**config.mk**
```make
export PLATFORM = sky130hd
export DESIGN_NAME = player_action_sched
export DESIGN_NICKNAME = d
export VERILOG_FILES = /design/src/rtl/player_action_sched.sv
export SDC_FILE = /design/constraint.sdc
export NUM_CORES = 1
export LEC_CHECK = 0
export ABC_AREA = 1
export ABC_CLOCK_PERIOD_IN_PS = 2300
export CAP_MARGIN = 20
export CORE_UTILIZATION = 40
export DETAILED_ROUTE_END_ITERATION = 8
export PLACE_DENSITY_LB_ADDON = 0.05
export SYNTH_ARGS = -nofsm -noshare
export SYNTH_HDL_FRONTEND = slang
export SYNTH_SLANG_ARGS = --single-unit
```
**constraint.sdc**
```tcl
create_clock -name clk -period 2.3 [get_ports clk]
set_input_delay 0.46 -clock clk [delete_from_list [all_inputs] [get_ports clk]]
set_output_delay 0.46 -clock clk [all_outputs]
set_load 0.005 [all_outputs]
```
**src/rtl/player_action_sched.sv**
```systemverilog
// -----------------------------------------------------------------------------
// player_action_sched
//
// Per-player action scheduler. Arbitrates the fighter's single action resource
// between walk, jump, two attacks and the resolver's hit event, and owns the
// attack, jump and hitstun frame counters. Every state change is qualified by
// the SCEN game-tick enable; all outputs are registered (one tick of latency).
//
// Optional feature macro: ATTACK_BUFFER_EN
//   defined   : attack presses made while busy are held in a 1-deep buffer and
//               launched on the tick the current action finishes.
//   undefined : presses made while busy are discarded.
//
// Ports:
//   clk, reset (async, active-low)
//   SCEN                         game-tick enable
//   btn_left/right/jump          level requests
//   btn_atk1/atk2                attack buttons (rising edge = press)
//   hit_in                       resolver hit event
//   hitstun_active, attack_active, move_active, jump_active, busy
//   attack_type[1:0], attack_frame[5:0], jump_frame[5:0], move_dir
// -----------------------------------------------------------------------------
module player_action_sched #(
    parameter int ATK1_FRAMES    = 12,
    parameter int ATK2_FRAMES    = 20,
    parameter int JUMP_FRAMES    = 32,
    parameter int HITSTUN_FRAMES = 16
) (
    input  logic       clk,
    input  logic       reset,
    input  logic       SCEN,
    input  logic       btn_left,
    input  logic       btn_right,
    input  logic       btn_jump,
    input  logic       btn_atk1,
    input  logic       btn_atk2,
    input  logic       hit_in,
    output logic       hitstun_active,
    output logic       attack_active,
    output logic [1:0] attack_type,
    output logic [5:0] attack_frame,
    output logic       move_active,
    output logic       move_dir,
    output logic       jump_active,
    output logic [5:0] jump_frame,
    output logic       busy
);

    typedef enum logic [2:0] {
        ST_IDLE    = 3'd0,
        ST_WALK    = 3'd1,
        ST_JUMP    = 3'd2,
        ST_ATTACK  = 3'd3,
        ST_HITSTUN = 3'd4
    } state_t;

    // Index of the final tick of each action.
    localparam logic [5:0] ATK1_LAST    = 6'(ATK1_FRAMES - 1);
    localparam logic [5:0] ATK2_LAST    = 6'(ATK2_FRAMES - 1);
    localparam logic [5:0] JUMP_LAST    = 6'(JUMP_FRAMES - 1);
    localparam logic [5:0] HITSTUN_LAST = 6'(HITSTUN_FRAMES - 1);

    // Counters saturate at 63 rather than wrap.
    function automatic logic [5:0] sat_inc(input logic [5:0] v);
        if (v == 6'd63) begin
            sat_inc = v;
        end else begin
            sat_inc = v + 6'd1;
        end
    endfunction

    state_t     state_r;
    state_t     state_n;
    logic [5:0] hs_cnt_r;
    logic [5:0] hs_cnt_n;
    logic [1:0] type_n;
    logic [5:0] atk_frame_n;
    logic [5:0] jump_frame_n;
    logic       move_dir_n;
    logic       prev_atk1_r;
    logic       prev_atk2_r;
    logic       atk1_press_s;
    logic       atk2_press_s;
    logic [5:0] atk_last_s;
    logic       finish_s;
`ifdef ATTACK_BUFFER_EN
    logic       buf_valid_r;
    logic [1:0] buf_type_r;
    logic       buf_valid_n;
    logic [1:0] buf_type_n;
    logic       cap_valid_s;
    logic [1:0] cap_type_s;
    logic       busy_state_s;
`endif

    assign atk1_press_s = btn_atk1 & ~prev_atk1_r;
    assign atk2_press_s = btn_atk2 & ~prev_atk2_r;
    assign atk_last_s   = (attack_type == 2'd2) ? ATK2_LAST : ATK1_LAST;

    // Current action is on its last tick; the next tick returns to idle.
    assign finish_s = ((state_r == ST_ATTACK)  && (attack_frame >= atk_last_s)) ||
                      ((state_r == ST_JUMP)    && (jump_frame   >= JUMP_LAST))  ||
                      ((state_r == ST_HITSTUN) && (hs_cnt_r     >= HITSTUN_LAST));

    // Next-state and next-counter decision for one game tick.
    always_comb begin
        state_n      = ST_IDLE;
        type_n       = 2'd0;
        atk_frame_n  = 6'd0;
        jump_frame_n = 6'd0;
        hs_cnt_n     = 6'd0;
        move_dir_n   = move_dir;
`ifdef ATTACK_BUFFER_EN
        buf_valid_n  = buf_valid_r;
        buf_type_n   = buf_type_r;
        cap_valid_s  = buf_valid_r;
        cap_type_s   = buf_type_r;
        busy_state_s = (state_r == ST_ATTACK) || (state_r == ST_JUMP) ||
                       (state_r == ST_HITSTUN);
`endif
        if (hit_in) begin
            // A hit pre-empts everything and restarts hitstun from zero.
            state_n = ST_HITSTUN;
`ifdef ATTACK_BUFFER_EN
            buf_valid_n = 1'b0;
            buf_type_n  = 2'd0;
`endif
        end else begin
            case (state_r)
                ST_IDLE, ST_WALK: begin
                    if (atk1_press_s) begin
                        state_n = ST_ATTACK;
                        type_n  = 2'd1;
                    end else if (atk2_press_s) begin
                        state_n = ST_ATTACK;
                        type_n  = 2'd2;
                    end else if (btn_jump) begin
                        state_n = ST_JUMP;
                    end else if (btn_left ^ btn_right) begin
                        state_n    = ST_WALK;
                        move_dir_n = btn_right;
                    end else begin
                        state_n = ST_IDLE;
                    end
                end
                ST_ATTACK: begin
                    if (finish_s) begin
                        state_n = ST_IDLE;
                    end else begin
                        state_n     = ST_ATTACK;
                        type_n      = attack_type;
                        atk_frame_n = sat_inc(attack_frame);
                    end
                end
                ST_JUMP: begin
                    if (finish_s) begin
                        state_n = ST_IDLE;
                    end else begin
                        state_n      = ST_JUMP;
                        jump_frame_n = sat_inc(jump_frame);
                    end
                end
                ST_HITSTUN: begin
                    if (finish_s) begin
                        state_n = ST_IDLE;
                    end else begin
                        state_n  = ST_HITSTUN;
                        hs_cnt_n = sat_inc(hs_cnt_r);
                    end
                end
                default: begin
                    state_n = ST_IDLE;
                end
            endcase
`ifdef ATTACK_BUFFER_EN
            // Capture presses made while busy; atk1 wins a same-tick tie and a
            // newer press replaces an older one.
            if (busy_state_s && atk1_press_s) begin
                cap_valid_s = 1'b1;
                cap_type_s  = 2'd1;
            end else if (busy_state_s && atk2_press_s) begin
                cap_valid_s = 1'b1;
                cap_type_s  = 2'd2;
            end else begin
                cap_valid_s = buf_valid_r;
                cap_type_s  = buf_type_r;
            end
            // A buffered attack launches directly, skipping the idle tick.
            if (finish_s && cap_valid_s) begin
                state_n     = ST_ATTACK;
                type_n      = cap_type_s;
                atk_frame_n = 6'd0;
                buf_valid_n = 1'b0;
                buf_type_n  = 2'd0;
            end else begin
                buf_valid_n = cap_valid_s;
                buf_type_n  = cap_type_s;
            end
`endif
        end
    end

    // State, counters, press history and registered outputs; advance on SCEN.
    always_ff @(posedge clk or negedge reset) begin
        if (!reset) begin
            state_r        <= ST_IDLE;
            hs_cnt_r       <= 6'd0;
            prev_atk1_r    <= 1'b0;
            prev_atk2_r    <= 1'b0;
            hitstun_active <= 1'b0;
            attack_active  <= 1'b0;
            attack_type    <= 2'd0;
            attack_frame   <= 6'd0;
            move_active    <= 1'b0;
            move_dir       <= 1'b1;
            jump_active    <= 1'b0;
            jump_frame     <= 6'd0;
            busy           <= 1'b0;
`ifdef ATTACK_BUFFER_EN
            buf_valid_r    <= 1'b0;
            buf_type_r     <= 2'd0;
`endif
        end else if (SCEN) begin
            state_r        <= state_n;
            hs_cnt_r       <= hs_cnt_n;
            prev_atk1_r    <= btn_atk1;
            prev_atk2_r    <= btn_atk2;
            hitstun_active <= (state_n == ST_HITSTUN);
            attack_active  <= (state_n == ST_ATTACK);
            attack_type    <= type_n;
            attack_frame   <= atk_frame_n;
            move_active    <= (state_n == ST_WALK);
            move_dir       <= move_dir_n;
            jump_active    <= (state_n == ST_JUMP);
            jump_frame     <= jump_frame_n;
            busy           <= (state_n == ST_ATTACK) || (state_n == ST_JUMP) ||
                              (state_n == ST_HITSTUN);
`ifdef ATTACK_BUFFER_EN
            buf_valid_r    <= buf_valid_n;
            buf_type_r     <= buf_type_n;
`endif
        end
    end

endmodule

```
---- Word level (Yosys, flattened, before mapping) ----
Index checks and enable logic that the tools add are counted.
word-level totals
  bits in registers ....................... 31
  word-level logic and storage cells ...... 85
  input bits .............................. 9
  output and inout bits ................... 20
operators by class
  bitwise logic cells ..................... 9
  add/subtract/negate cells ............... 3
  reduce and logical (&&, ||, !) cells .... 14
  order comparisons ....................... 3
  mux-type cells .......................... 27
  equality and inequality tests ........... 16
operators by type and width
  kind                                                 number
  two-way mux 6 bit                                    12
  adder 6 x 1 -> 6 bit, second input constant          3
  == test 6 bit, second input constant                 3
  two-way mux 2 bit                                    9
  == test 3 x 2 -> 1 bit, second input constant        4
  inequality test 4 bit, second input constant         3
  case mux 3 bit (4 select lines)                      1
  AND reduction 2 bit                                  4
  AND reduction 7 bit                                  1
  == test 3 x 1 -> 1 bit, second input constant        2
  == test 3 bit, second input constant                 2
  >= comparator 6 x 4 -> 1 bit, second input constant  1
  >= comparator 6 x 5 -> 1 bit                         1
  >= comparator 6 x 5 -> 1 bit, second input constant  1
  two-way mux 3 bit                                    2
  inverter 1 bit                                       6
  two-way mux 5 bit                                    1
  logical OR 1 bit                                     4
  case mux 2 bit (2 select lines)                      1
  logical AND 1 bit                                    3
  logical NOT 3 bit                                    1
  inequality test 3 bit, second input constant         1
  AND 1 bit                                            2
  == test 2 bit, second input constant                 1
  3 further kinds                                      3

---- Longest topological paths before layout ----
Gate-level depths: netlist of run 1.
  depth in word-level cells ............... 12
  mapped depth ............................ 14
  gate-level depth less buffers ........... 14

---- Worst setup path before layout of run 1 ----
Ideal clock, no wire load.
  path type ............................... register to register
  start ................................... register attack_type[0]
  end ..................................... register attack_type[1]
  arrival ................................. 1.574 ns
  slack ................................... 0.605 ns
  clock period less this slack ............ 1.695 ns
  buffers on the path ..................... 0
  setup time .............................. 0.121 ns
  data required time ...................... 2.179 ns
  cell stages (with the launch flop) ...... 14
  cells stage by stage .................... dfrtp_1 > nor2_1 > inv_1 > ha_1 > inv_1 > nor2_1 > nand2_1 > nand2_2 > nor2_2 > nand4_2 > nor2_4 > nor2_4 > nand2_1 > o21ai_1
on the way
  longest elaborated chain between the ends .. 8
ends and longest elaborated chain
  what                             RTL line  RTL
  start, declared                  40        output logic [1:0] attack_type,
  start signal, assigned           230       attack_type <= type_n;
  == test 2 bit                    98        assign atk_last_s = (attack_type == 2'd2) ? ATK2_LAST : ATK1_LAST;
  two-way mux 5 bit                98
  >= comparator 6 x 5 -> 1 bit     101       assign finish_s = ((state_r == ST_ATTACK) && (attack_frame >= atk_last_s)) ||
  logical AND 1 bit                101
  logical OR 1 bit                 101
  logical OR 1 bit                 102       ((state_r == ST_JUMP) && (jump_frame >= JUMP_LAST)) ||
  inequality test 3 bit (no line)  --
  AND reduction 2 bit (no line)    --
Every way passes these cells.
A chain may end at the register's enable or synchronous reset.

---- Worst setup path after layout of run 1 ----
Same ends and word-level chain as after synthesis.

==> flow_summary.toml, run 1 <==
[critical_path]
cpLargestDelayFamily = "simple AND/OR/NAND/NOR gates"
worstSetupPathType = "reg2reg"
crit_chain = "nor2_1, inv_1, ha_1, inv_1, nor2_1, nand2_1, nand2_2, nor2_2, nand4_2, nor2_4, nor2_4, nand2_1, o21ai_1"
max_stage_delay_ns = 0.39
worstSetupStartpointType = "flip-flop"
critPathMaxFanout = 5
crit_path_end_kind = "flip-flop"
crit_buf_inv = 2
worstPathArrival_ns = 2.03
crit_slowest_cell = "dfrtp_1"
cp.required_ns = 2.46

[sta]
whs_ns = 0.482
finalSetupViolCount = 0
setup-tns-final_ns = 0
finalClockSkew_ns = 0.00685
fin_ws_ns = 0.435
hold_viol_final = 0
relSlewSlack = 0.659
fin_crit_sh = 0.811
max_freq_ghz = 0.536
maxSlewViolCount = 0
worstMarginPinSlew_ns = 0.498
finalCriticalPeriod_ns = 1.86
rsz0062_at_grt = "no"

[logic_synthesis]
synth-xor-area-share = 0.0358
yosys-top-cells-count = "nand2_1 (44), dfrtp_1 (30), inv_1 (23)"
synthFlopType = "dfrtp_1"
syn_avg_cell_area_um2 = 8.52
yosysMostFrequentCell = "nand2_1"
synth_area_um2 = 1710
synth_edf_count = 0
synth_seq_cells = 31
syn_nets = 215
synth_fa_ha_area_frac = 0.0365
synth_simple_gate_area_frac = 0.287
yosysWarnings = 0
netlist.area_leader.share = 0.439
synth_cell_type_count = 32
muxShareOfSynthArea = 0.00658
yosysTopAreaCell = "dfrtp_1"
synth_top_family_by_area = "simple AND/OR/NAND/NOR gates"
async_flop_share = 1.00
postSynthCellCount = 201
synth_compound_area_frac = 0.114
synth.area.top_cells = "dfrtp_1 (44%), nand2_1 (9.6%), inv_1 (5.0%)"
seq_area_frac_synth = 0.454

[detailed_routing]
dr.pass1.iters = 4
via_per_inst = 4.93
routed_wl_um = 3480
routed.top_layer = "met4"
dr_wl_met3_um = 121
wl_met1_um = 1640
ant_nets = 0
vias = 1405
drc = 0
wl_per_cell_um = 12.2
met2_length_um = 1670
drtIter0Drc = 68

[power_and_ir_drop]
total_power_mw = 1.16
p_leak_nw = 1.02
p_seq_frac = 0.510
ir_worst_vdd_uv = 393
combPwrFrac = 0.137
swShare = 0.267
power.share.clock = 0.353
p_sw_mw = 0.311
pwr_density_cell_nw_per_um2 = 545
p_int_mw = 0.854

[placement]
io_buffers = 28
dp_hpwl_um = 2490
dpl-instance-area_um2 = 2050
routabilityCongestion = 0.730
preCtsSetupSlack_ns = 0.402

[cells_and_area]
area_growth_pct = 24.9
layout.nets = 248
diodes = 0
drive_gt1_frac = 0.166
num-fill-cells = 384
postLayoutCellArea_um2 = 2140

[grt]
grt_pass1_vias = 1356
grt_overflow = 0
grt_max_degree = 32
antenna_found_initial = 0
track_usage = 0.180
grt_pass1_wl_um = 5980

[clocking]
root_buffer = "clkbuf_8"
clockBufferDepth = 2
numCtsBuffers = 5
clk_pin_slew_ns = 0.06
cts_resized = 0
htreeDepth = 2
clk_latency_ns = 0.28
hold_buffers = 0
postCtsSetupRepairBufs = 0
clock-sinks = 31
cts_tree = "built"

[die]
dieArea_um2 = 4540
core_area_um2 = 4060
die_y_um = 67.4
start_util = 0.422
boundaryPins = 29
rows = 23
die_x_um = 67.4

[run_status]
status = "finished clean"

[hold_path]
min_path_type = "reg2reg"

[run]
drv_cap = 0
-- layout make-up --
class | count | area, um^2 | area share
Timing Repair Buffer | 30 | 295 | 0.138
Tap cell | 50 | 62.6 | 0.0293
Clock inverter | 2 | 12.5 | 0.00585
Clock buffer | 6 | 72.6 | 0.0339
Multi-Input combinational cell | 140 | 821 | 0.384
Inverter | 26 | 97.6 | 0.0456
Sequential cell | 31 | 777 | 0.363
-- flip-flops by register name (all words and copies together) (netlist names), 2 cells and up --
register / flops
attack_frame: 6
hs_cnt_r: 6
state_r: 3
attack_type: 2
jump_frame: 6
-- power by group through the flow --
stage                     sequential, mW  combinational, mW  clock (mW)
after floorplan                    0.602             0.0896           0
after global placement             0.603              0.158           0
after detailed placement           0.604              0.161           0
after CTS                          0.594              0.162       0.429
after global routing               0.597              0.182       0.453
final                              0.594              0.159       0.411
-- tightest hold or removal path: stages, from the launching register on --
cell and delay [ns]:
dfrtp_1 0.34, nand2_1 0.05, nand2_1 0.05
-- logic make-up (layout without fill, tap and decap cells) --
family,count (synthesis),after routing
compound gates,25,25
xor+xnor,7,7
fa+ha+maj,5,5
buf+inv,30,64
flops,31,31
mux,1,1
simple gates,102,102
-- final timing paths --
| check | end | slack (ns) | cells past startpoint | start |
|---|---|---|---|---|
| max | attack_type[1]$_DFFE_PN0P_ | 0.44 | 13 | attack_type[0]$_DFFE_PN0P_ |
| min | attack_active$_DFFE_PN0P_ | 0.48 | 2 | attack_active$_DFFE_PN0P_ |
| max reg2reg | attack_type[1]$_DFFE_PN0P_ | 0.44 | 13 | attack_type[0]$_DFFE_PN0P_ |
| min reg2reg | attack_active$_DFFE_PN0P_ | 0.48 | 2 | attack_active$_DFFE_PN0P_ |
| max in group asynchronous | move_dir$_DFFE_PN1P_ | 1.40 | 2 | reset |
| min in group asynchronous | attack_frame[2]$_DFFE_PN0P_ | 0.58 | 2 | reset |
-- cell usage in the layout, fill, tap and decap left out --
| master | count |
|---|---|
| xor2_1 | 5 |
| clkinvlp_4 | 1 |
| a31oi_4 | 1 |
| inv_2 | 3 |
| buf_4 | 2 |
| o21ai_0 | 8 |
| a2111oi_0 | 1 |
| clkdlybuf4s50_1 | 28 |
| o21ai_2 | 2 |
| nand4_2 | 1 |
| mux2_2 | 1 |
| o21bai_4 | 1 |
| nor2_2 | 4 |
| clkinv_2 | 1 |
| or2_2 | 1 |
| clkbuf_8 | 5 |
| nand4_1 | 7 |
| a21oi_2 | 4 |
| nand2_2 | 4 |
| o21ai_1 | 3 |
| nand3_1 | 10 |
| nand2_1 | 44 |
| ha_1 | 5 |
| a21oi_4 | 1 |
| dfstp_2 | 1 |
| a21o_1 | 1 |
| a21oi_1 | 3 |
| nand3_2 | 3 |
| nor2_4 | 3 |
| nor2_1 | 22 |
| nor3_1 | 2 |
| clkbuf_1 | 1 |
| inv_1 | 23 |
| dfrtp_1 | 30 |
| and3_1 | 1 |
| xnor2_1 | 2 |
-- stage by stage --
stage | utilization | instances
finish | 0.527 | 285
global route | 0.527 | 285
CTS | 0.527 | 285
detailed placement | 0.506 | 277
global placement | 0.506 | 277
floorplan | - | 201
-- per-layer routing --
metal  GRT usage  vias to the layer above
li1            -                      716
met1       0.218                      663
met2       0.300                       21
met3      0.0439                        5
met4      0.0798                        0
met5           0                        -
No activity file was read; power rests on OpenSTA's default activity.
==> run 2, diff against run 1 <==
--- a/config.mk
+++ b/config.mk
@@ -6,7 +6,7 @@
 export NUM_CORES = 1
 export LEC_CHECK = 0
 export ABC_AREA = 1
-export ABC_CLOCK_PERIOD_IN_PS = 2300
+export ABC_CLOCK_PERIOD_IN_PS = 1800
 export CAP_MARGIN = 20
 export CORE_UTILIZATION = 40
 export DETAILED_ROUTE_END_ITERATION = 8
==> constraint.sdc (replaced) <==
create_clock -name clk -period 1.8 [get_ports clk]
set_input_delay 0.36 -clock clk [delete_from_list [all_inputs] [get_ports clk]]
set_output_delay 0.36 -clock clk [all_outputs]
set_load 0.005 [all_outputs]
==> run 2 against run 1 <==
Effect of this change: cell area is 4.9% higher; hold slack worse by 0.0056 ns; critical path depth unchanged; flip-flop and latch count unchanged; global-route usage fell by 0.56 points; combinational power increased by 37%; via count unchanged; critical path type unchanged; largest cell class unchanged.
==> flow_summary.toml, run 2 (synthesized netlist as in run 1, its figures left out) <==
[run_status]
status = "finished clean"

[detailed_routing]
dr_wl_met3_um = 104
via_per_inst = 4.84
wl_met1_um = 1730
vias = 1405
drtIter0Drc = 53
routed.top_layer = "met4"
dr.pass1.iters = 4
ant_nets = 0
wl_per_cell_um = 12.4
routed_wl_um = 3600
drc = 0
met2_length_um = 1710

[die]
die_x_um = 67.4
dieArea_um2 = 4540
rows = 23
start_util = 0.422
die_y_um = 67.4
core_area_um2 = 4060
boundaryPins = 29

[critical_path]
cpLargestDelayFamily = "simple AND/OR/NAND/NOR gates"
max_stage_delay_ns = 0.41
crit_chain = "nor2_4, inv_2, ha_4, inv_2, nor2_1, nand2_1, nand2_2, nor2_2, nand4_2, nor2_4, nor2_4, nand2_1, o21ai_1"
worstSetupPathType = "reg2reg"
crit_buf_inv = 2
cp.required_ns = 1.97
crit_top_cell = "nor2_4"
worstPathArrival_ns = 1.93
crit_path_end_kind = "flip-flop"
crit_slowest_cell = "dfrtp_1"
critPathMaxFanout = 5
worstSetupStartpointType = "flip-flop"

[clocking]
numCtsBuffers = 5
clk_pin_slew_ns = 0.07
postCtsSetupRepairBufs = 0
cts_tree = "built"
clockBufferDepth = 2
hold_buffers = 0
htreeDepth = 2
root_buffer = "clkbuf_8"
clk_latency_ns = 0.28
clock-sinks = 31

[run]
drv_cap = 0

[grt]
grt_pass1_vias = 1324
grt_max_degree = 32
grt_overflow = 0
antenna_found_initial = 0
grt_pass1_wl_um = 5770
track_usage = 0.174

[cells_and_area]
drive_gt1_frac = 0.238
area_growth_pct = 31.1
top_regs = "attack_frame: 6 flops, hs_cnt_r: 6 flops, jump_frame: 6 flops"
final_cell_mix = "nand2_1 (41), dfrtp_1 (30), clkdlybuf4s50_1 (28), inv_1 (20), nor2_1 (20)"
layout_commonest_cell = "nand2_1"
num-fill-cells = 377
fin_util = 0.553
diodes = 0
layout.nets = 255

[sta]
finalCriticalPeriod_ns = 1.76
rsz0062_at_grt = "yes"
hold_viol_final = 0
fin_ws_ns = 0.0393
max_freq_ghz = 0.568
fin_crit_sh = 0.978
setup-tns-final_ns = 0
relSlewSlack = 0.701
finalClockSkew_ns = 0.0101
whs_ns = 0.477
worstMarginPinSlew_ns = 0.437
maxSlewViolCount = 0
finalSetupViolCount = 0

[power_and_ir_drop]
pwr_density_cell_nw_per_um2 = 656
ir_worst_vdd_uv = 355
p_leak_nw = 1.05

[placement]
io_buffers = 28
dp_hpwl_um = 2620
preCtsSetupSlack_ns = -0.0174
routabilityCongestion = 0.814

[hold_path]
min_path_type = "in2async"
-- run 2: layout make-up --
type	count	area [um^2]	share of cell area
multi-input cells	140	886	0.395
repair buffers	37	348	0.155
flip-flops and latches	31	777	0.346
well taps	50	62.6	0.0279
inverters	26	97.6	0.0435
clock buffers	6	72.6	0.0323
-- run 2: final timing paths --
check / startpoint / slack, ns / cells after the start / end
worst max-delay path: attack_type[0]$_DFFE_PN0P_ / 0.04 / 13 / attack_type[1]$_DFFE_PN0P_
worst max register to register: attack_type[0]$_DFFE_PN0P_ / 0.04 / 13 / attack_type[1]$_DFFE_PN0P_
max in group asynchronous: reset / 1.00 / 2 / move_dir$_DFFE_PN1P_
worst min register to register: attack_active$_DFFE_PN0P_ / 0.48 / 2 / attack_active$_DFFE_PN0P_
min in group clk: attack_active$_DFFE_PN0P_ / 0.48 / 2 / attack_active$_DFFE_PN0P_
worst min-delay path: reset / 0.48 / 2 / attack_frame[5]$_DFFE_PN0P_
-- run 2: repair_timing --
item                       CTS  global route
hold endpoints to repair     0             0
resized for setup            2            16
pin swaps                    3             4
setup endpoints to repair    5            24
-- run 2: worst register-to-register path, stage by stage (launching register included) --
cell and delay [ns]:
dfrtp_1 0.41, nor2_4 0.16, inv_2 0.06, ha_4 0.21
inv_2 0.04, nor2_1 0.03, nand2_1 0.08, nand2_2 0.07
nor2_2 0.09, nand4_2 0.12, nor2_4 0.19, nor2_4 0.07
nand2_1 0.06, o21ai_1 0.06
-- run 2: metal layers --
metal | global-route usage | up-vias
li1 | - | 725
met5 | 0 | -
met3 | 0.0355 | 5
met4 | 0.0745 | 0
met2 | 0.284 | 20
met1 | 0.223 | 655
-- run 2: where the power goes --
group | total, mW | switching [mW] | internal (mW) | leakage [nW]
clock | 0.494 | 0.237 | 0.257 | 0.0371
sequential | 0.761 | 0.0262 | 0.734 | 0.409
combinational | 0.218 | 0.121 | 0.0968 | 0.603
-- run 2: metrics by stage --
step	area (um^2)	total power, mW	cells
final	2240	1.47	290
after global routing	2240	1.55	290
after CTS	2190	1.48	290
after detailed placement	2110	0.985	284
after global placement	2110	0.980	284
after floorplan	1710	0.884	201
